### src/rtl/err_stream_driver.sv
// err_stream_driver: host-commanded initiator for the squared-error collector.
// Reads SEQ_LEN {ref,in} pairs from a 1-cycle-latency sample RAM and streams
// them to the collector. The first pair leads coll_start by one cycle. The
// 64-bit result, or a timeout flag, is then held for the host.
//
// Handshake: o_res_valid rises with a result and stays high, with o_res_data
// and o_res_err unchanged, until a cycle where i_res_ready is also high. It
// drops on the next cycle.
module err_stream_driver #(
  parameter int SEQ_LEN = 131072,
  parameter int ADDR_W  = 17,
  parameter int TIMEOUT = 64
) (
  input  logic              clk,
  input  logic              rstn,
  input  logic              i_cmd_start,
  output logic              o_busy,
  output logic              o_mem_en,
  output logic [ADDR_W-1:0] o_mem_addr,
  input  logic [57:0]       i_mem_rdata,
  output logic [28:0]       o_tx_in,
  output logic [28:0]       o_tx_ref,
  output logic              o_coll_start,
  input  logic [63:0]       i_coll_data,
  input  logic              i_coll_valid,
  output logic [63:0]       o_res_data,
  output logic              o_res_valid,
  input  logic              i_res_ready,
  output logic              o_res_err,
  output logic [2:0]        o_state
);

  localparam logic [2:0] IDLE     = 3'd0;
  localparam logic [2:0] STREAM   = 3'd1;
  localparam logic [2:0] DRAIN    = 3'd2;
  localparam logic [2:0] WAIT_RES = 3'd3;
  localparam logic [2:0] HOLD     = 3'd4;

  localparam logic [ADDR_W-1:0] LAST_ADDR = ADDR_W'(SEQ_LEN - 1);
  // The watchdog reads WD_LIMIT-1 one cycle before the timeout becomes visible.
  localparam logic [31:0]       WD_LIMIT  = 32'(SEQ_LEN + 2 + TIMEOUT);

  logic [2:0]        r_state;
  logic              r_mem_en;
  logic [ADDR_W-1:0] r_mem_addr;
  logic              r_rd_vld;
  logic              r_tx_vld;
  logic              r_first1;
  logic              r_first2;
  logic              r_coll_start;
  logic [28:0]       r_tx_in;
  logic [28:0]       r_tx_ref;
  logic [31:0]       r_wd;
  logic              r_wd_run;
  logic [63:0]       r_res_data;
  logic              r_res_valid;
  logic              r_res_err;
  logic              w_wd_expired;

  assign w_wd_expired = r_wd_run && (r_wd == WD_LIMIT - 32'd1);

  // Read pipeline: RAM data lands one cycle after mem_en and is registered
  // onto tx_*. Address 0 is tracked down the pipe so that coll_start fires
  // one cycle after sample 0 reaches tx_*.
  always_ff @(posedge clk) begin
    if (!rstn) begin
      r_rd_vld     <= 1'b0;
      r_tx_vld     <= 1'b0;
      r_first1     <= 1'b0;
      r_first2     <= 1'b0;
      r_coll_start <= 1'b0;
      r_tx_in      <= '0;
      r_tx_ref     <= '0;
    end else begin
      r_rd_vld     <= r_mem_en;
      r_tx_vld     <= r_rd_vld;
      r_first1     <= r_mem_en && (r_mem_addr == '0);
      r_first2     <= r_first1;
      r_coll_start <= r_first2;
      r_tx_in      <= r_rd_vld ? i_mem_rdata[28:0]  : 29'd0;
      r_tx_ref     <= r_rd_vld ? i_mem_rdata[57:29] : 29'd0;
    end
  end

  // Watchdog: restarts on coll_start and runs until the result is taken.
  always_ff @(posedge clk) begin
    if (!rstn) begin
      r_wd     <= '0;
      r_wd_run <= 1'b0;
    end else if (r_coll_start) begin
      r_wd     <= 32'd1;
      r_wd_run <= 1'b1;
    end else if (r_state == IDLE || r_state == HOLD) begin
      r_wd     <= '0;
      r_wd_run <= 1'b0;
    end else if (r_wd_run) begin
      r_wd     <= r_wd + 32'd1;
    end
  end

  // Control FSM: address generation, drain, result capture and host hold.
  always_ff @(posedge clk) begin
    if (!rstn) begin
      r_state     <= IDLE;
      r_mem_en    <= 1'b0;
      r_mem_addr  <= '0;
      r_res_data  <= '0;
      r_res_valid <= 1'b0;
      r_res_err   <= 1'b0;
    end else begin
      case (r_state)
        IDLE: begin
          if (i_cmd_start) begin
            r_state    <= STREAM;
            r_mem_en   <= 1'b1;
            r_mem_addr <= '0;
          end
        end
        STREAM: begin
          if (r_mem_addr == LAST_ADDR) begin
            r_state    <= DRAIN;
            r_mem_en   <= 1'b0;
            r_mem_addr <= '0;
          end else begin
            r_mem_addr <= r_mem_addr + 1'b1;
          end
        end
        DRAIN: begin
          // The last sample has left tx_* once both pipe stages are empty.
          if (!r_rd_vld && !r_tx_vld) r_state <= WAIT_RES;
        end
        WAIT_RES: begin
          if (i_coll_valid) begin
            r_res_data  <= i_coll_data;
            r_res_valid <= 1'b1;
            r_res_err   <= 1'b0;
            r_state     <= HOLD;
          end else if (w_wd_expired) begin
            r_res_data  <= '0;
            r_res_valid <= 1'b1;
            r_res_err   <= 1'b1;
            r_state     <= HOLD;
          end
        end
        HOLD: begin
          if (r_res_valid && i_res_ready) begin
            r_res_valid <= 1'b0;
            r_res_err   <= 1'b0;
            r_state     <= IDLE;
          end
        end
        default: r_state <= IDLE;
      endcase
    end
  end

  assign o_busy       = (r_state != IDLE);
  assign o_mem_en     = r_mem_en;
  assign o_mem_addr   = r_mem_addr;
  assign o_tx_in      = r_tx_in;
  assign o_tx_ref     = r_tx_ref;
  assign o_coll_start = r_coll_start;
  assign o_res_data   = r_res_data;
  assign o_res_valid  = r_res_valid;
  assign o_res_err    = r_res_err;
  assign o_state      = r_state;

endmodule

### config.mk
export PLATFORM = sky130hd
export DESIGN_NAME = err_stream_driver
export DESIGN_NICKNAME = d
export VERILOG_FILES = /design/src/rtl/err_stream_driver.sv
export SDC_FILE = /design/constraint.sdc
export NUM_CORES = 1
export LEC_CHECK = 0
export ABC_AREA = 1
export CAP_MARGIN = 15
export CELL_PAD_IN_SITES_DETAIL_PLACEMENT = 1
export CELL_PAD_IN_SITES_GLOBAL_PLACEMENT = 2
export CORE_MARGIN = 2
export CORE_UTILIZATION = 21
export CTS_BUF_LIST = sky130_fd_sc_hd__clkbuf_16
export DETAILED_ROUTE_END_ITERATION = 8
export PLACE_DENSITY_LB_ADDON = 0.15
export SYNTH_ARGS = -nofsm -noshare
export SYNTH_HDL_FRONTEND = slang
export SYNTH_SLANG_ARGS = --single-unit
### constraint.sdc
create_clock -name clk -period 2.2 [get_ports clk]
set_input_delay 0.44 -clock clk [delete_from_list [all_inputs] [get_ports clk]]
set_output_delay 0.44 -clock clk [all_outputs]
set_load 0.005 [all_outputs]
==> run_results.csv <==
group,metric,value,unit
run,maxCapViolCount,0,
routing,first_pass_iters,4,
sta,drv_slew,0,
grt,grt_overflow_total,0,
synthesis,syn-instance-count,959,
routing,wl_per_cell,15.1,microns
synthesis,synth_area_leader_cell,"dfxtp_1",
setup_path,r2r_end,"o_state[1]$_SDFFE_PN0P_",
sta,fmax,0.487,GHz
setup_path,rrSetupSlack,0.22,ns
clock_tree,cts_tree,"done",
placement,dp_cells,1677,
pwr,peakVddDrop,0.000483,V
cells_and_area,instances_no_fill,1708,
synthesis,synth_edf_count,0,
floorplanning,fp.dieW,187,microns
synthesis,ys.warnings.count,0,
setup_path,worstSetupEndpointType,"output port",
clock_tree,cts_made_buffers,17,
sta,setup_viol,0,
clock_tree,cts.sinks,183,
routing,route.detailed.drc,0,
setup_path,cp.required,1.76,ns
cells_and_area,utilization,33.2,%
clock_tree,clkLatencyLatePin,0.44,ns
routing,via_per_inst,4.08,
synthesis,synth.distinct_cells,33,
clock_tree,cts_buffer_depth,2,
routing,routed_wl,25800,microns
sta,period_share,93.4,%
placement,dp_hpwl,19500,microns
clock_tree,clkSlewWorstSetupHoldPaths,0.07,ns
run_status,status,"completed",
sta,setup_tns,0,ns
placement,port_buffers,273,
worst_hold_path,min_to,"r_first2$_SDFF_PN0_",
floorplanning,start_util,21.2,%
setup_path,worstSetupStartpointType,"flip-flop",
routing,via_count,6963,
cells_and_area,syn_to_final_growth,56.4,%
cells_and_area,nNetsFinal,1380,
floorplanning,fp.coreArea,33300,sq um
setup_path,ff2ff_path_depth,15,
synthesis,netlist_area,7050,sq um
grt,grt_pass1_wl,40500,microns
grt,grt_start_max_net_pins,81,
pwr,internal-power,5.66,mW
grt,grt.total_usage,14.8,%
synthesis,synth_seq_cells,183,
sta,fin_skew,0.0115,ns
pwr,p_switching,2.20,mW
cells_and_area,antenna_cells,0,
floorplanning,io_pins,274,
synthesis,syn_area_per_cell,7.36,sq um
sta,hold_viol_final,0,
sta,tightest_slew,0.582,ns
worst_hold_path,timing.hold.worst.class,"reg -> reg",
floorplanning,die_area,35100,sq um
pwr,p_per_area,712,nW/um^2
synthesis,seq_area_frac_synth,51.9,%
synthesis,synthTopCellsByArea,"dfxtp_1 52%, nand2_1 14%, a21oi_1 7.4%, inv_1 7.2%, nor2_1 6.4%",
floorplanning,rows,67,
grt,grt_pass1_vias,7188,
pwr,p_leak,4.20,nW
setup_path,critPathArrivalTime,1.61,ns
worst_hold_path,holdPathStages,2,
floorplanning,chipHeight,187,microns
clock_tree,ctsHtreeMaxLevel,4,
routing,drt_iter0_markers,199,
setup_path,worst-setup-path-type,"reg -> out",
synthesis,yosys.area.top_type_share,51.9,%
setup_path,worstPathMaxFanout,6,
pwr,comb_power_share,18.8,%
pwr,p_clk_share,35.8,%
sta,post-route-min-period,2.05,ns
synthesis,synth_ff_type,"dfxtp_1",
sta,relSlewSlack,61.1,%
worst_hold_path,hold_path.startpoint,"r_first1$_SDFF_PN0_",
routing,detail-route-antenna-nets,0,
synthesis,async_flop_share,0,%
pwr,sequentialPowerShare,45.4,%
setup_path,r2r-start,"o_mem_addr[0]$_SDFFE_PN0P_",
synthesis,synth_nets,1091,
pwr,p_sw_share,28.0,%
placement,place_congestion,0.731,
cells_and_area,drive_gt1_share,6.51,%
clock_tree,cts_hold_buf,0,
clock_tree,cts-root-buf,"clkbuf_16",
grt,antenna_found_initial,4,
==> cell type report <==
type | count | area [sq um]
fill | 4049 | 22200
tap | 448 | 561
clock inverter | 14 | 85.1
multi-input combinational | 604 | 2730
clock buffer | 17 | 425
timing repair buffer | 303 | 3050
inverter | 139 | 522
sequential | 183 | 3670
==> critical path: stages (launching register included) <==
cell             delay [ns]
dfxtp_1                0.43
nor2_1                 0.10
nand2_1                0.10
clkdlybuf4s50_1        0.54
==> stage by stage <==
stage          instance area [sq um]  hold slack (ns)  worst slack, ns  power [mW]
2_1_floorplan                   7050            0.390           0.0571        4.21
3_3_place_gp                   10500            0.394            0.135        5.16
3_5_place_dp                   10500            0.408           0.0843        5.15
4_1_cts                        11000            0.418           0.0311        8.04
5_1_grt                        11000            0.446         -0.00606        8.32
6_report                       11000            0.419            0.146        7.86
==> power groups by stage <==
| stage | Combinational (mW) | Clock, mW | Sequential [mW] |
|---|---|---|---|
| 2_1_floorplan | 0.555 | 0 | 3.65 |
| 3_3_place_gp | 1.52 | 0 | 3.64 |
| 3_5_place_dp | 1.51 | 0 | 3.64 |
| 4_1_cts | 1.52 | 2.95 | 3.57 |
| 5_1_grt | 1.65 | 3.08 | 3.59 |
| 6_report | 1.48 | 2.81 | 3.57 |
==> state kept, by name, summed over array words and instances (netlist names), 3 cells and up <==
signal / cells
o_tx_in: 29
o_res_data: 64
r_wd: 32
o_tx_ref: 29
o_state: 3
o_mem_addr: 17
==> logic make-up (layout without fill, tap and decap cells) <==
family | count (synthesis) | after routing | synth area share, %
AO/OA/AOI/OAI | 139 | 139 | 10.2
AND/OR/NAND/NOR | 455 | 455 | 26.6
adder cells (fa/ha/maj) | 5 | 5 | 0.887
flip-flops | 183 | 183 | 51.9
XOR/XNOR | 5 | 5 | 0.621
buffers and inverters | 172 | 473 | 9.81
==> layer usage <==
layer	wire length, microns	up-vias	track usage [%]
met5	28	-	0
li1	-	3560	-
met1	11000	3191	17.1
met3	2390	21	6.85
met4	291	4	4.37
met2	12100	187	24.6
==> how the worst max path moves through the flow <==
stage | cells after the start | to | slack (ns) | from
finish | 3 | o_busy | 0.15 | o_state[0]$_SDFFE_PN0P_
global route | 16 | o_state[0]$_SDFFE_PN0P_ | -0.006 | o_mem_addr[0]$_SDFFE_PN0P_
CTS | 3 | o_busy | 0.03 | o_state[2]$_SDFFE_PN0P_
detailed placement | 15 | o_state[1]$_SDFFE_PN0P_ | 0.08 | o_mem_addr[0]$_SDFFE_PN0P_
global placement | 15 | o_state[1]$_SDFFE_PN0P_ | 0.14 | o_mem_addr[0]$_SDFFE_PN0P_
floorplan | 15 | o_state[1]$_SDFFE_PN0P_ | 0.06 | o_mem_addr[0]$_SDFFE_PN0P_
==> synthesized netlist by cell type, drive strengths merged (5+ instances only) <==
cell    number
nand2      259
nor2       127
nor3        21
a21oi      104
nand4       15
clkbuf      14
dfxtp      183
o21ai       25
xor2         5
ha           5
nand3       24
buf         19
inv        139
==> repair_timing <==
item / 4_1_cts / 5_1_grt
setup buffers: 0 / 0
endpoints found under the setup margin: 0 / 6
endpoints found under the hold margin: 0 / 0
resized for setup: 0 / 13
==> layout by cell type, fill, tap and decap left out, types with 2 or more instances in the layout <==
cell type / instances
buf_4: 23
nand3b_1: 2
clkdlybuf4s50_1: 273
a21oi_1: 104
nor4_1: 4
dfxtp_2: 3
nand2_1: 253
ha_1: 4
clkinvlp_4: 2
dfxtp_1: 180
nand4_1: 15
xor2_1: 5
nand2_2: 6
inv_6: 3
nor2_2: 4
a31oi_1: 2
clkinv_2: 4
buf_12: 7
inv_2: 3
o21ai_0: 22
o21ai_1: 3
clkinv_1: 2
o211ai_1: 3
nor3_1: 20
nand3_1: 23
nor2_1: 118
clkbuf_16: 17
nor2_4: 5
inv_1: 138
No activity file was read; power rests on OpenSTA's default activity.
